### src/rtl/stage_1_fetch.sv
// Instruction fetch stage: issues in-order imem requests, buffers responses, and feeds decode.
// Optional FETCH_MISALIGN_CHECK_EN halts fetch on a misaligned redirect target.
package stage_1_fetch_pkg;
    typedef enum logic [1:0] {
        DEBUG_OK               = 2'd0,
        DEBUG_MISALIGNED_FETCH = 2'd1
    } DebugStatus;
endpackage

module stage_1_fetch
    import stage_1_fetch_pkg::*;
#(
    parameter logic [31:0] RESET_PC   = 32'h0000_0000,
    parameter int unsigned FIFO_DEPTH = 2
) (
    input  logic        clk,
    input  logic        reset,
    output logic        imem_req_valid,
    input  logic        imem_req_ready,
    output logic [31:0] imem_req_addr,
    input  logic        imem_resp_valid,
    input  logic [31:0] imem_resp_data,
    input  logic        stall,
    input  logic        jump_enable,
    input  logic [31:0] jump_address,
    output logic [31:0] instruction_out,
    output logic [31:0] pc_out,
    output logic        valid_out,
    output DebugStatus  debug_out
);
    localparam int unsigned PW  = $clog2(FIFO_DEPTH);
    localparam int unsigned CW  = PW + 1;
    localparam logic [31:0] NOP = 32'h0000_0013;

    logic [31:0]   fetch_pc;
    logic [31:0]   resp_pc;
    logic [31:0]   target;
    logic [CW-1:0] outstanding;
    logic [CW-1:0] discard;
    logic [CW-1:0] count;
    logic [PW-1:0] wr_ptr;
    logic [PW-1:0] rd_ptr;
    logic [31:0]   fifo_instr [FIFO_DEPTH];
    logic [31:0]   fifo_pc    [FIFO_DEPTH];
    logic          resp_accept;
    logic          push;
    logic          pop;
    logic          handshake;
    logic          halt;
    logic [CW:0]   occupancy;

`ifdef FETCH_MISALIGN_CHECK_EN
    always_ff @(posedge clk) begin
        if (reset) begin
            halt <= 1'b0;
        end else if (jump_enable && (jump_address[1:0] != 2'b00)) begin
            halt <= 1'b1;
        end
    end

    assign debug_out = halt ? DEBUG_MISALIGNED_FETCH : DEBUG_OK;
`else
    assign halt      = 1'b0;
    assign debug_out = DEBUG_OK;
`endif

    always_comb begin
        target      = jump_address & 32'hFFFF_FFFC;
        resp_accept = imem_resp_valid && (outstanding != '0);
        push        = resp_accept && (discard == '0) && !jump_enable;
        pop         = !stall && (count != '0) && !jump_enable;
        // Slots already promised to in-flight requests count against the buffer.
        occupancy   = {1'b0, outstanding} + {1'b0, count} - {{CW{1'b0}}, pop};
        imem_req_valid = !reset && !jump_enable && !halt
                         && (occupancy < (CW+1)'(FIFO_DEPTH));
        handshake     = imem_req_valid && imem_req_ready;
        imem_req_addr = fetch_pc;
    end

    always_ff @(posedge clk) begin
        if (push) begin
            fifo_instr[wr_ptr] <= imem_resp_data;
            fifo_pc[wr_ptr]    <= resp_pc + 32'd4;
        end
    end

    always_ff @(posedge clk) begin
        if (reset) begin
            fetch_pc        <= {RESET_PC[31:2], 2'b00};
            resp_pc         <= {RESET_PC[31:2], 2'b00};
            outstanding     <= '0;
            discard         <= '0;
            count           <= '0;
            wr_ptr          <= '0;
            rd_ptr          <= '0;
            valid_out       <= 1'b0;
            instruction_out <= NOP;
            pc_out          <= '0;
        end else begin
            outstanding <= outstanding + CW'(handshake) - CW'(resp_accept);
            if (jump_enable) begin
                // Everything still in flight belongs to the old stream.
                fetch_pc        <= target;
                resp_pc         <= target;
                count           <= '0;
                wr_ptr          <= '0;
                rd_ptr          <= '0;
                discard         <= outstanding - CW'(resp_accept);
                valid_out       <= 1'b0;
                instruction_out <= NOP;
            end else begin
                if (handshake) begin
                    fetch_pc <= fetch_pc + 32'd4;
                end
                if (resp_accept && (discard != '0)) begin
                    discard <= discard - 1'b1;
                end
                if (push) begin
                    wr_ptr  <= wr_ptr + 1'b1;
                    resp_pc <= resp_pc + 32'd4;
                end
                if (pop) begin
                    rd_ptr <= rd_ptr + 1'b1;
                end
                count <= count + CW'(push) - CW'(pop);
                if (!stall) begin
                    if (count != '0) begin
                        instruction_out <= fifo_instr[rd_ptr];
                        pc_out          <= fifo_pc[rd_ptr];
                        valid_out       <= 1'b1;
                    end else begin
                        instruction_out <= NOP;
                        valid_out       <= 1'b0;
                    end
                end
            end
        end
    end
endmodule

### config.mk
export PLATFORM = sky130hd
export DESIGN_NAME = stage_1_fetch
export DESIGN_NICKNAME = d
export VERILOG_FILES = /design/src/rtl/stage_1_fetch.sv
export SDC_FILE = /design/constraint.sdc
export NUM_CORES = 1
export LEC_CHECK = 0
export BUFFER_PORTS_ARGS = -buffer_cell sky130_fd_sc_hd__buf_2
export CORE_UTILIZATION = 51
export DETAILED_ROUTE_END_ITERATION = 10
export PLACE_DENSITY = 0.76
export SETUP_SLACK_MARGIN = 0.3
export SLEW_MARGIN = 40
export SYNTH_ARGS = -nofsm -noshare
export SYNTH_HDL_FRONTEND = slang
export SYNTH_SLANG_ARGS = --single-unit
### constraint.sdc
create_clock -name clk -period 7.1 [get_ports clk]
set_clock_uncertainty 0.1 [all_clocks]
set_input_delay 1.42 -clock clk [delete_from_list [all_inputs] [get_ports clk]]
set_output_delay 1.42 -clock clk [all_outputs]
set_load 0.02 [all_outputs]
==> results.sh <==
export IMPL_synth_cells=986
export IMPL_ys_types=50
export IMPL_n_fill_cell=1649
export IMPL_grt_max_degree=69
export IMPL_cts_resized=0
export IMPL_ys_seq_area_share_pct=58.9
export IMPL_cts_tree="yes"
export IMPL_drt_wl_total_mm=23.7
export IMPL_io_buffers=161
export IMPL_hold_violations=0
export IMPL_swShare_pct=24.4
export IMPL_critPathLaunchType="input pin"
export IMPL_p_leak_nw=4.61
export IMPL_rr_endpoint="imem_req_addr[18]"
export IMPL_cts_made_buffers=26
export IMPL_post_place_cells=1362
export IMPL_worstReg2RegStart="count[0]"
export IMPL_synth_area_leaders="edfxtp_1, dfxtp_1, mux2i_1, nor2_1, xor2_1"
export IMPL_dp_hpwl_mm=15.9
export IMPL_die_h_um=148
export IMPL_dr_total_vias=7799
export IMPL_worst_ir_drop_vdd_mv=0.165
export IMPL_clock_path_buffers=3
export IMPL_p_int_mw=2.54
export IMPL_syn_area_um2=10800
export IMPL_drv_slew=0
export IMPL_wl_per_cell_um=16.8
export IMPL_avgSynthCellArea_um2=11.0
export IMPL_start_util_pct=52.7
export IMPL_fin_crit_sh_pct=72.1
export IMPL_cts_htree_levels=1
export IMPL_pwr_share_seq_pct=50.5
export IMPL_layout_drive_gt1_share_pct=19.6
export IMPL_antenna_found_initial=1
export IMPL_row_count=52
export IMPL_reg2reg_depth=10
export IMPL_utilization_pct=61.7
export IMPL_holdCritPathClass="flip-flop to flip-flop"
export IMPL_min_to="valid_out"
export IMPL_drt_initial_drc_count=475
export IMPL_max_freq_mhz=195
export IMPL_yosysWarnings=0
export IMPL_cts_sinks=256
export IMPL_setup_tns_ns=0
export IMPL_fp_dieW_um=148
export IMPL_period_needed_ns=5.12
export IMPL_io_pins=170
export IMPL_viasPerCell=5.53
export IMPL_setup_viol=0
export IMPL_clock_latency_ns=0.53
export IMPL_synth_top_area_cell="edfxtp_1"
export IMPL_path_max_fanout=32
export IMPL_area_growth_pct=17.1
export IMPL_grt_pass1_wl_mm=37.6
export IMPL_ys_flop_type="dfxtp_1"
export IMPL_r2r_setup_slack_ns=3.44
export IMPL_final_nets=1199
export IMPL_combPwrFrac_pct=9.4
export IMPL_core_area_um2=20500
export IMPL_final_antenna_net_count=0
export IMPL_drv_cap=0
export IMPL_dr_pass1_iters=5
export IMPL_grt_pass1_vias=7369
export IMPL_path_clk_slew_ns=0.06
export IMPL_gr_total_overflow=0
export IMPL_critPathRequiredTime_ns=5.58
export IMPL_power_density_nw_per_um2=265
export IMPL_dieArea_um2=21800
export IMPL_rsz0062_at_grt="no"
export IMPL_ys_ff_latch=256
export IMPL_drcViolationCount=0
export IMPL_synthArstFlopShare_pct=0
export IMPL_post_cts_repair_setup_buffers=0
export IMPL_path_class="input pin to output pin"
export IMPL_diodes=0
export IMPL_fin_cells=1410
export IMPL_gr_usage_all_layers_pct=21.5
export IMPL_power_switching_mw=0.821
export IMPL_synth_edf_count=124
export IMPL_hold_depth=2
export IMPL_gp_congestion=0.862
export IMPL_crit_path_end_kind="output pin"
export IMPL_arrival_ns=3.60
export IMPL_clockRootBuffer="clkbuf_16"
export IMPL_synth_top_cell_area_share_pct=34.4
export IMPL_tightestPinTransition_ns=0.769
export IMPL_status="complete, no violations"
export IMPL_relSlewSlack_pct=48.7
export IMPL_min_delay_start="valid_out"
export IMPL_pwr_share_clk_pct=40.1
export IMPL_power_mw=3.36
export IMPL_cts_hold_buffers=0
Yosys cell counts (3+ instances only):
master,count
and2_1,6
buf_1,7
a311oi_1,3
nor2b_1,3
mux2_2,5
a21oi_1,57
buf_4,6
a21boi_0,22
and4_1,6
ha_1,8
or3_1,9
nor3_1,16
o21ai_0,9
a211oi_1,36
buf_2,5
xnor2_1,35
xor2_1,45
dfxtp_1,132
nand4_1,28
nor4_1,6
nand3_1,30
a31oi_1,13
clkbuf_1,51
o22ai_1,10
nand2_1,47
nand3b_1,3
o21bai_1,5
and3_1,10
mux2i_1,60
o31a_1,3
o211ai_1,4
inv_1,27
nor2_1,135
o21a_1,3
edfxtp_1,124
state kept, by name (all words and copies together), names as in the netlist, named ones only:
| signal | cells |
|---|---|
| fifo_instr | 64 |
| fifo_pc | 60 |
| instruction_out | 32 |
| imem_req_addr | 30 |
| pc_out | 30 |
| resp_pc | 30 |
| count | 2 |
| discard | 2 |
| outstanding | 2 |
| rd_ptr | 1 |
| valid_out | 1 |
| wr_ptr | 1 |
critical path, stage by stage:
cell	delay, ns
buf_2	0.33
inv_1	0.26
o21ai_4	0.08
nor3_1	0.26
o21ai_0	0.17
fa_1	0.43
xor2_1	0.28
and3_1	0.19
buf_2	0.18
power groups by stage:
stage | logic (mW) | clock network, mW | registers, mW
2_1_floorplan | 0.202 | 0 | 1.73
5_1_grt | 0.346 | 1.43 | 1.71
3_5_place_dp | 0.313 | 0 | 1.73
4_1_cts | 0.316 | 1.37 | 1.70
6_report | 0.316 | 1.35 | 1.70
3_3_place_gp | 0.306 | 0 | 1.72
cells by family after synthesis:
kind of cell | after synthesis | share of synthesized area, %
compound gates | 171 | 10.2
xor+xnor | 80 | 6.48
fa+ha+maj | 9 | 1.11
buf+inv | 96 | 3.60
flops | 256 | 58.9
mux | 65 | 6.08
other cells | 1 | 0.0347
simple gates | 308 | 13.6
final cells by class:
| cell class | count | area [um^2] | share of cell area [%] |
|---|---|---|---|
| clock buffers | 37 | 754 | 5.96 |
| clock inverters | 11 | 106 | 0.840 |
| inverters | 27 | 101 | 0.801 |
| multi-input cells | 639 | 4110 | 32.4 |
| flip-flops and latches | 256 | 6370 | 50.3 |
| well taps | 270 | 338 | 2.67 |
| repair buffers | 170 | 880 | 6.95 |
stage by stage:
step | hold slack (ns) | setup slack (ns) | area, um^2
after floorplan | 0.386 | 2.12 | 10800
after global placement | 0.340 | 1.92 | 11800
after detailed placement | 0.345 | 1.85 | 11800
after CTS | 0.353 | 1.99 | 12600
after global routing | 0.375 | 1.80 | 12700
final | 0.351 | 1.98 | 12700
placed cells by master, fill, tap and decap left out, types with 22 or more instances in the layout:
master	n
dfxtp_1	131
inv_1	27
xor2_1	45
a21boi_0	22
edfxtp_1	124
xnor2_1	35
a211oi_1	36
nand2_1	47
mux2i_1	60
clkbuf_16	28
a21oi_1	57
nand4_1	28
nor2_1	134
buf_2	160
nand3_1	30
worst max-delay path by stage:
stage                      from                end  slack (ns)  cells past startpoint
global route              stall     imem_req_valid        1.80                      9
detailed placement        stall  imem_req_addr[18]        1.85                     12
CTS                       stall     imem_req_valid        1.99                      9
floorplan           jump_enable   fifo_instr[0][0]        2.12                      4
finish                    stall     imem_req_valid        1.98                      9
global placement          stall  imem_req_addr[18]        1.92                     12
per-layer routing:
layer	GRT usage, %	up-vias	share of wire [%]
met5	0	-	0
met4	7.16	0	2.6
met3	3.77	41	5.7
met2	34.3	231	46
met1	29.7	3731	45
li1	-	3796	-
Note: power is estimated with default switching activity, not from simulation.
